==> src/rtl/mod_stream_reduce_pkg.sv <==
// Package for the streaming modulo-M reducer: FSM state type and
// elaboration-time helpers for the folding constants and temp width.
package mod_stream_pkg;

    typedef enum logic [1:0] {
        ST_ACC  = 2'd0,
        ST_FOLD = 2'd1,
        ST_DONE = 2'd2
    } state_t;

    // 2^n mod m, evaluated by repeated doubling so it never overflows.
    function automatic int pow2_mod(input int n, input int m);
        int r;
        r = 1 % m;
        for (int i = 0; i < n; i++) begin
            r = (r * 2) % m;
        end
        return r;
    endfunction

    // Width of the Horner temporary: holds acc*K + chunk without overflow.
    function automatic int t_width(input int mod_w, input int chunk_w);
        return (((2 * mod_w) > chunk_w) ? (2 * mod_w) : chunk_w) + 1;
    endfunction

endpackage

==> src/rtl/mod_stream_reduce_if.sv <==
// Handshake bundle of the streaming reducer: chunk input stream and
// remainder output stream. slave = reducer side, master = source/sink side.
// Optional macro MODRED_ZERO_FLAG_EN adds the out_zero divisibility flag.
//
// Handshake rule (both streams): a transfer happens on a rising clock edge
// where valid and ready are both high; the producer holds valid and its data
// stable until that edge, and ready never depends on valid.
interface mod_stream_reduce_if #(
    parameter int CHUNK_W = 11,
    parameter int MOD_W   = 11
) ();
    logic               in_valid;
    logic               in_ready;
    logic [CHUNK_W-1:0] in_data;
    logic               in_last;
    logic               out_valid;
    logic               out_ready;
    logic [MOD_W-1:0]   out_rem;
`ifdef MODRED_ZERO_FLAG_EN
    logic               out_zero;
`endif

    modport slave (
        input  in_valid, in_data, in_last, out_ready,
        output in_ready, out_valid, out_rem
`ifdef MODRED_ZERO_FLAG_EN
        , output out_zero
`endif
    );

    modport master (
        output in_valid, in_data, in_last, out_ready,
        input  in_ready, out_valid, out_rem
`ifdef MODRED_ZERO_FLAG_EN
        , input out_zero
`endif
    );
endinterface

==> src/rtl/mod_stream_reduce_fold_step.sv <==
// One constant-multiply folding step: t -> lo + hi*C, where C = 2^MOD_W mod M.
// done flags that the upper part is already zero, i.e. t fits in MOD_W bits.
module mod_fold_step #(
    parameter int               MOD_W = 11,
    parameter int               T_W   = 23,
    parameter logic [MOD_W-1:0] C     = '0
) (
    input  logic [T_W-1:0]   t_in,
    output logic [T_W-1:0]   t_out,
    output logic [MOD_W-1:0] lo,
    output logic             done
);
    logic [T_W-MOD_W-1:0] hi;
    logic [T_W-1:0]       hi_ext;
    logic [T_W-1:0]       c_ext;

    assign hi     = t_in[T_W-1:MOD_W];
    assign lo     = t_in[MOD_W-1:0];
    assign hi_ext = T_W'(hi);
    assign c_ext  = T_W'(C);
    // Result is strictly below t_in whenever hi != 0, so T_W bits suffice.
    assign t_out  = T_W'(lo) + hi_ext * c_ext;
    assign done   = (hi == '0);
endmodule

==> src/rtl/mod_stream_reduce.sv <==
// Streaming modulo-M reducer. Operand arrives MSB chunk first; each chunk is
// merged by Horner (acc*2^CHUNK_W + chunk), the temporary is folded down with
// the constant C until it fits MOD_W bits, then one conditional subtract.
// Optional macro MODRED_ZERO_FLAG_EN: adds out_zero (final remainder == 0).
module mod_stream_reduce
    import mod_stream_pkg::*;
#(
    parameter int MOD     = 2011,
    parameter int MOD_W   = 11,
    parameter int CHUNK_W = 11
) (
    input  logic                 clk,
    input  logic                 rst_n,
    mod_stream_reduce_if.slave   bus,
    output logic                 busy,
    output state_t               dbg_state
);
    localparam int K   = pow2_mod(CHUNK_W, MOD);
    localparam int C   = pow2_mod(MOD_W, MOD);
    localparam int T_W = t_width(MOD_W, CHUNK_W);

    localparam logic [MOD_W-1:0] M_V = MOD_W'(MOD);
    localparam logic [MOD_W-1:0] C_V = MOD_W'(C);
    localparam logic [T_W-1:0]   K_V = T_W'(K);

    state_t           state, state_d;
    logic [MOD_W-1:0] acc, acc_d;
    logic [T_W-1:0]   t, t_d;
    logic             last_q, last_d;
    logic             open_q, open_d;
    logic             zero_q, zero_d;

    logic [T_W-1:0]   fold_t;
    logic [MOD_W-1:0] fold_lo;
    logic             fold_done;

    mod_fold_step #(
        .MOD_W (MOD_W),
        .T_W   (T_W),
        .C     (C_V)
    ) u_fold (
        .t_in  (t),
        .t_out (fold_t),
        .lo    (fold_lo),
        .done  (fold_done)
    );

    // Next-state and datapath update for the ACC / FOLD / DONE sequence.
    always_comb begin
        state_d = state;
        acc_d   = acc;
        t_d     = t;
        last_d  = last_q;
        open_d  = open_q;
        zero_d  = zero_q;
        case (state)
            ST_ACC: begin
                if (bus.in_valid) begin
                    t_d     = T_W'(acc) * K_V + T_W'(bus.in_data);
                    last_d  = bus.in_last;
                    open_d  = 1'b1;
                    state_d = ST_FOLD;
                end
            end
            ST_FOLD: begin
                if (!fold_done) begin
                    t_d = fold_t;
                end else begin
                    // lo < 2^MOD_W < 2M, so a single subtract completes the reduction.
                    acc_d   = (fold_lo >= M_V) ? (fold_lo - M_V) : fold_lo;
                    zero_d  = last_q && (acc_d == '0);
                    state_d = last_q ? ST_DONE : ST_ACC;
                end
            end
            ST_DONE: begin
                if (bus.out_ready) begin
                    acc_d   = '0;
                    open_d  = 1'b0;
                    zero_d  = 1'b0;
                    state_d = ST_ACC;
                end
            end
            default: begin
                state_d = ST_ACC;
            end
        endcase
    end

    // State and datapath registers; reset aborts any open operand.
    always_ff @(posedge clk or negedge rst_n) begin
        if (!rst_n) begin
            state  <= ST_ACC;
            acc    <= '0;
            t      <= '0;
            last_q <= 1'b0;
            open_q <= 1'b0;
            zero_q <= 1'b0;
        end else begin
            state  <= state_d;
            acc    <= acc_d;
            t      <= t_d;
            last_q <= last_d;
            open_q <= open_d;
            zero_q <= zero_d;
        end
    end

    assign bus.in_ready  = (state == ST_ACC);
    assign bus.out_valid = (state == ST_DONE);
    assign bus.out_rem   = acc;
    assign busy          = !((state == ST_ACC) && (acc == '0) && !open_q);
    assign dbg_state     = state;

`ifdef MODRED_ZERO_FLAG_EN
    assign bus.out_zero  = zero_q;
`else
    logic unused_zero;
    assign unused_zero   = zero_q;
`endif
endmodule

==> src/flat_wrapper.sv <==
// flat-port wrapper written by rule: the top's interface ports become plain ports
module mod_stream_reduce_flat import mod_stream_pkg::*;
#(
    parameter int MOD     = 2011,
    parameter int MOD_W   = 11,
    parameter int CHUNK_W = 11
)
  (clk, rst_n, busy, dbg_state, bus_in_valid, bus_in_data, bus_in_last, bus_out_ready, bus_in_ready, bus_out_valid, bus_out_rem);
  mod_stream_reduce_if #(.CHUNK_W(CHUNK_W), .MOD_W(MOD_W)) bus_i ();
  input  logic clk;
  input  logic rst_n;
  output logic busy;
  output state_t dbg_state;
  input wire logic [$bits(bus_i.in_valid)-1:0] bus_in_valid;
  input wire logic [$bits(bus_i.in_data)-1:0] bus_in_data;
  input wire logic [$bits(bus_i.in_last)-1:0] bus_in_last;
  input wire logic [$bits(bus_i.out_ready)-1:0] bus_out_ready;
  output wire logic [$bits(bus_i.in_ready)-1:0] bus_in_ready;
  output wire logic [$bits(bus_i.out_valid)-1:0] bus_out_valid;
  output wire logic [$bits(bus_i.out_rem)-1:0] bus_out_rem;
  assign bus_i.in_valid = bus_in_valid;
  assign bus_i.in_data = bus_in_data;
  assign bus_i.in_last = bus_in_last;
  assign bus_i.out_ready = bus_out_ready;
  assign bus_in_ready = bus_i.in_ready;
  assign bus_out_valid = bus_i.out_valid;
  assign bus_out_rem = bus_i.out_rem;
  mod_stream_reduce #(.MOD(MOD), .MOD_W(MOD_W), .CHUNK_W(CHUNK_W)) u_core (.clk(clk), .rst_n(rst_n), .bus(bus_i), .busy(busy), .dbg_state(dbg_state));
endmodule
==> config.mk <==
export PLATFORM = sky130hd
export DESIGN_NAME = mod_stream_reduce_flat
export DESIGN_NICKNAME = d
export VERILOG_FILES = /design/src/rtl/mod_stream_reduce_pkg.sv /design/src/rtl/mod_stream_reduce_if.sv /design/src/rtl/mod_stream_reduce_fold_step.sv /design/src/rtl/mod_stream_reduce.sv /design/src/flat_wrapper.sv
export SDC_FILE = /design/constraint.sdc
export NUM_CORES = 1
export LEC_CHECK = 0
export CAP_MARGIN = 20
export CORE_ASPECT_RATIO = 0.7
export CORE_MARGIN = 2
export CORE_UTILIZATION = 35
export CTS_BUF_LIST = sky130_fd_sc_hd__clkbuf_8 sky130_fd_sc_hd__clkbuf_16
export DETAILED_ROUTE_END_ITERATION = 6
export GPL_TIMING_DRIVEN = 0
export RECOVER_POWER = 50
export SYNTH_ARGS = -nofsm -noshare
export SYNTH_HDL_FRONTEND = slang
export SYNTH_HIERARCHICAL = 1
export SYNTH_SLANG_ARGS = --single-unit
==> constraint.sdc <==
create_clock -name clk -period 4.4 [get_ports clk]
set_clock_uncertainty 0.05 [all_clocks]
set_input_delay 0.66 -clock clk [delete_from_list [all_inputs] [get_ports clk]]
set_output_delay 0.66 -clock clk [all_outputs]
set_load 0.005 [all_outputs]
==> results of run 1 <==
## timing repair
item	in CTS	in global routing
pin swaps	9	29
hold endpoints to repair	0	0
hold buffers	0	0
endpoints found under the setup margin	5	5
buffers inserted	8	10
resized for setup	20	30
## per-layer routing
layer	track usage (%)	up-vias	share of wire, %
li1	-	2120	-
met1	26.8	2089	51
met2	26.0	94	42
met3	2.93	9	6.0
met4	1.29	0	0.70
met5	0	-	0
## metrics by stage
step	TNS [ns]	hold WS [ns]	utilization [%]	instance area [um^2]
finish	0	0.470	44.4	6240
global route	-0.0252	0.482	44.4	6240
CTS	0	0.474	42.3	5940
detailed placement	-1.13	0.456	40.2	5650
global placement	-0.922	0.426	40.2	5650
floorplan	0	0.314	-	5100
## layout by cell type, fill, tap and decap left out, drive strengths merged, types with 9 or more instances in the layout
cell,Yosys,layout
a21o,17,17
a21oi,49,49
and3,9,9
buf,20,38
clkbuf,5,12
clkdlybuf4s50,0,24
dfrtp,38,38
fa,23,23
ha,94,94
inv,77,78
nand2,50,50
nand3,9,9
nor2,29,29
o21ai,34,34
xnor2,23,23
xor2,18,18
## path summary, 6_finish.rpt
| check | start | endpoint | slack (ns) |
|---|---|---|---|
| worst max-delay path | u_core/t[17] | u_core/t[14] | 0.11 |
| worst min register to register | u_core/last_q | u_core/dbg_state[1] | 0.47 |
| min in group asynchronous | rst_n | u_core/t[1] | 0.93 |
| worst min-delay path | u_core/last_q | u_core/dbg_state[1] | 0.47 |
| worst max register to register | u_core/t[17] | u_core/t[14] | 0.11 |
| max in group asynchronous | rst_n | u_core/t[14] | 1.98 |
## cells by family (layout without fill, tap and decap cells)
group                    after synthesis  after routing  share of synthesized area [%]
buffers and inverters                102            159                           8.78
adder cells (fa/ha/maj)              117            117                           32.2
flip-flops                            38             38                           18.7
XOR/XNOR                              41             41                           7.20
AO/OA/AOI/OAI                        144            144                           19.6
other                                  1              5                         0.0737
AND/OR/NAND/NOR                      138            138                           13.1
multiplexers                           2              2                          0.418
## area by class of cell
cell class                 instances  share of cell area (%)
clock inverter                     2                   0.140
buffer                            25                    2.52
sequential                        38                    15.4
clock buffer                       6                    2.22
multi-input combinational        447                    64.3
inverter                          77                    4.63
timing repair buffer              49                    7.03
tap                              190                    3.81
## flip-flops by register name, summed over array words and instances (netlist names)
| register | flops |
|---|---|
| u_core/open_q | 1 |
| u_core/dbg_state | 2 |
| u_core/t | 23 |
| u_core/bus.out_rem | 11 |
| u_core/last_q | 1 |
## worst reg2reg max path, cell delays in order, from the launching register on
cell and delay [ns]:
dfrtp_2 0.44, ha_4 0.26, ha_4 0.26, inv_1 0.05, fa_1 0.53, inv_1 0.06, ha_4 0.24, a21o_4 0.24
a31oi_4 0.19, nand2_4 0.10, xor2_4 0.20, ha_4 0.31, nand3_4 0.09, nor3_4 0.19, o32a_1 0.24, nand2_1 0.09
xnor2_1 0.15, nand2b_1 0.09, o21ai_1 0.06, a21oi_1 0.24, o211ai_2 0.11
==> flow_summary.toml, run 1 <==
[status]
status = "complete, but fails checks"
violations = "capacitance limit, slew limit"

[route]
wl_per_cell_um = 15.7
drtIter0Drc = 251
vias = 4312
dr.pass1.iters = 4
totalWireLength_um = 13100
avgViaCountPerCell = 5.17
drc = 0
ant_nets = 0

[finish]
stdcell_count = 834
nNetsFinal = 776
seq_area_um2 = 960
drive_gt1_share_pct = 16.0
syn2layout_area_growth_pct = 22.7
antennaDiodeCount = 0
final.fill_count = 1400
multi_input_area_mm2 = 0.00401

[setup_path]
cp.arrival_ns = 4.40
cp_cell_sequence = "ha_4, ha_4, inv_1, fa_1, inv_1, ha_4, a21o_4, a31oi_4, nand2_4, xor2_4, ha_4, nand3_4, nor3_4, o32a_1, nand2_1, xnor2_1, nand2b_1, o21ai_1, a21oi_1, o211ai_2"
slowest_delay_ns = 0.52
worstSetupPathType = "reg -> reg"
path_common_cell = "ha_4"
cp.required_ns = 4.51
cp_slowest_cell = "fa_1"
cpLargestDelayFamily = "adder cells"
worstRegToRegCells = 20
worstSetupStartpointType = "register"
path_buf_inv = 2
crit_path_end_kind = "register"
cp_num_cells = 20
critPathMaxFanout = 5

[sta]
finalCritPeriodShare_pct = 97.5
finalHoldViolCount = 0
maxSlewViolCount = 39
worst_pin_slew_ns = 2.12
timing.final.ws_setup_ns = 0.110
fmaxAchievable_mhz = 233
period_needed_ns = 4.29
setup_viol = 0
slew-limit-headroom_pct = -41.5

[floorplan]
ios = 32
die-area_mm2 = 0.0155
fp.coreArea_mm2 = 0.0141
die_w_um = 148
die_h_um = 105
start_util_pct = 36.2
rows = 36

[yosys]
ys_warn_count = 6
ys_seq_area_share_pct = 18.7
ys_ff_latch = 38
synthTopCellsByArea = "ha_1, dfrtp_1, fa_1, inv_1, a21oi_1"
yosysMostFrequentCell = "ha_1"
syn_inst = 583
synth_common_cells = "ha_1, inv_1, nand2_1, a21oi_1, dfrtp_1"
synth_top_area_share_pct = 23.1
synth_flop_cell = "dfrtp_1"
ys_types = 67
synth_area_per_cell_um2 = 8.73
async_reset_ff_share_pct = 100
synth-edff-count = 0
synth_area_mm2 = 0.00509
yosys.area.top_type = "ha_1"

[place]
place_inst = 808
place_congestion = 0.863
hpwl_um = 10400
pre_cts_ws_ns = -0.404
port_buffers = 31

[clock_network]
cts.htree.levels = 2
numCtsBuffers = 5
cts.sinks = 38
cts_tree = "yes"
root_buffer = "clkbuf_16"
clkTransAtPathRegs_ns = 0.06
clkLatencyLatePin_ns = 0.29
cts_buffer_depth = 2

[flow_run]
cap_violations = 1

[global_routing]
grt_pass1_vias = 4346
grt_pass1_wl_um = 21700
grt_usage_pct = 17.3
grt-ovfl-total = 0
grt_max_degree = 39
antenna_found_initial = 0

[min_path]
worstHoldPathType = "reg -> reg"
holdPathStages = 1
Power of run 1 is not shown: default switching activity piles up to over one toggle a cycle in this logic, so the estimate is an artifact.
==> run 2: changes to the inputs <==
--- a/config.mk
+++ b/config.mk
@@ -5,7 +5,6 @@
 export SDC_FILE = /design/constraint.sdc
 export NUM_CORES = 1
 export LEC_CHECK = 0
-export CAP_MARGIN = 20
 export CORE_ASPECT_RATIO = 0.7
 export CORE_MARGIN = 2
 export CORE_UTILIZATION = 35
==> constraint.sdc (replaced) <==
create_clock -name clk -period 5.5 [get_ports clk]
set_clock_uncertainty 0.05 [all_clocks]
set_input_delay 0.825 -clock clk [delete_from_list [all_inputs] [get_ports clk]]
set_output_delay 0.825 -clock clk [all_outputs]
set_load 0.02 [all_outputs]
==> flow_summary.toml, run 2 (synthesis results as in run 1) <==
[global_routing]
antenna_found_initial = 0
grt-ovfl-total = 0
grt_pass1_vias = 4289
grt_usage_pct = 16.9
grt_max_degree = 39
grt_pass1_wl_um = 21200

[finish]
final.fill_count = 1435
syn2layout_area_growth_pct = 13.8
nNetsFinal = 758
layout_commonest_cell = "ha_1"
largest_register = "u_core/t"
drive_gt1_share_pct = 7.19
final_area_mm2 = 0.00579
layout_common_cells = "ha_1, inv_1, nand2_1, a21oi_1, dfrtp_1"
largest_reg_flops = 23
antennaDiodeCount = 0

[floorplan]
start_util_pct = 36.2
die_w_um = 148
die_h_um = 105
rows = 36
fp.coreArea_mm2 = 0.0141
die-area_mm2 = 0.0155
ios = 32

[setup_path]
crit_path_end_kind = "register"
worstSetupStartpointType = "register"
cp.arrival_ns = 4.93
worstSetupPathType = "reg -> reg"
cpLargestDelayFamily = "adder cells"
cp_cell_sequence = "ha_1, ha_1, inv_1, fa_1, inv_1, ha_1, a21o_1, a221oi_2, xnor2_1, ha_1, a21o_1, a31oi_1, nor3_1, xor2_1, and3_1, a21oi_1, nor3b_1, a211oi_1"
worst_r2r_endpoint = "u_core/t[13]"
cp_slowest_cell = "fa_1"
worstRegToRegCells = 18
path_common_cell = "ha_1"
rr_startpoint = "u_core/t[17]"
path_buf_inv = 2
r2r_slack_ns = 0.66
critPathMaxFanout = 5
slowest_delay_ns = 0.52
cp.required_ns = 5.59

[sta]
setup_viol = 0
maxSlewViolCount = 39
worst_pin_slew_ns = 2.11
slew-limit-headroom_pct = -40.7
finalSetupTns_ns = 0
fmaxAchievable_mhz = 207
finalCritPeriodShare_pct = 88.0
rsz0062_at_grt = "false"
period_needed_ns = 4.84
finalHoldViolCount = 0

[clock_network]
postCtsHoldBufs = 0
post_cts_resized = 0
numCtsBuffers = 5
cts.htree.levels = 2
cts_tree = "yes"
clkLatencyLatePin_ns = 0.29
cts_buffer_depth = 2
cts.sinks = 38
post-cts-setup-buffer-count = 0
clkTransAtPathRegs_ns = 0.06
root_buffer = "clkbuf_16"

[route]
m1WireLength_um = 6580
drc = 0
dr.pass1.iters = 4
topRoutingLayerUsed = "met4"
drtIter0Drc = 251
ant_nets = 0
met3_wirelength_um = 735
wl_met2_um = 4990
wl_per_cell_um = 15.2
totalWireLength_um = 12400
vias = 4205
avgViaCountPerCell = 5.15

[flow_run]
cap_violations = 1

[place]
place_congestion = 0.863
hpwl_um = 10400
post_dp_cell_area_mm2 = 0.00565
port_buffers = 31

[min_path]
holdPathStages = 1
hp-start = "u_core/last_q"
worstHoldEndpoint = "u_core/dbg_state[1]"
worstHoldPathType = "reg -> reg"

[status]
violations = "capacitance limit, slew limit"
status = "complete, but fails checks"
## run 2: cell types whose count changed in the layout (fill, tap and decap cells not counted), sizes merged
cell           previous run  this run
buf                      38        19
dlygate4sd3               6         1
clkbuf                   12        13
clkdlybuf4s50            24        29
## run 2: layer usage
layer,vias to the layer above,GRT usage (%)
met2,84,25.2
met4,0,1.50
met5,-,0
met3,6,2.97
met1,2024,26.4
li1,2091,-
## run 2: worst register-to-register path, delay by kind of cell (launching register included)
family | cells | cell delay (ns)
buffers and inverters | 2 | 0.10
adders and majority gates | 5 | 1.76
and+or+nand+nor | 3 | 0.52
xor gates and xnor gates | 2 | 0.37
AOI/OAI and AO/OA | 6 | 1.42
DFF | 1 | 0.46
## run 2: layout make-up
class | count | area [um^2] | area share, %
clock buffer | 6 | 139 | 2.40
inverter | 77 | 289 | 4.99
buffer | 25 | 156 | 2.70
clock inverter | 2 | 8.76 | 0.151
sequential | 38 | 951 | 16.4
multi-input combinational | 447 | 3710 | 64.0
tap | 190 | 238 | 4.10
timing repair buffer | 31 | 304 | 5.25
## run 2: metrics by stage
step | std cells | setup slack (ns) | hold slack [ns] | util (%)
floorplan | 587 | 1.18 | 0.411 | -
global placement | 808 | 0.717 | 0.426 | 40.2
detailed placement | 808 | 0.696 | 0.456 | 40.2
CTS | 816 | 0.663 | 0.474 | 41.2
global route | 816 | 0.358 | 0.482 | 41.2
finish | 816 | 0.662 | 0.470 | 41.2
## run 2: worst max path at each step
stage	from	endpoint	depth (start not counted)
2_1_floorplan	u_core/t[18]	u_core/t[13]	18
3_3_place_gp	u_core/t[17]	u_core/t[13]	18
3_5_place_dp	u_core/t[18]	u_core/t[13]	18
4_1_cts	u_core/t[17]	u_core/t[13]	18
5_1_grt	u_core/t[18]	u_core/t[13]	18
6_report	u_core/t[17]	u_core/t[13]	18
Power of run 2 is left out for the same reason.
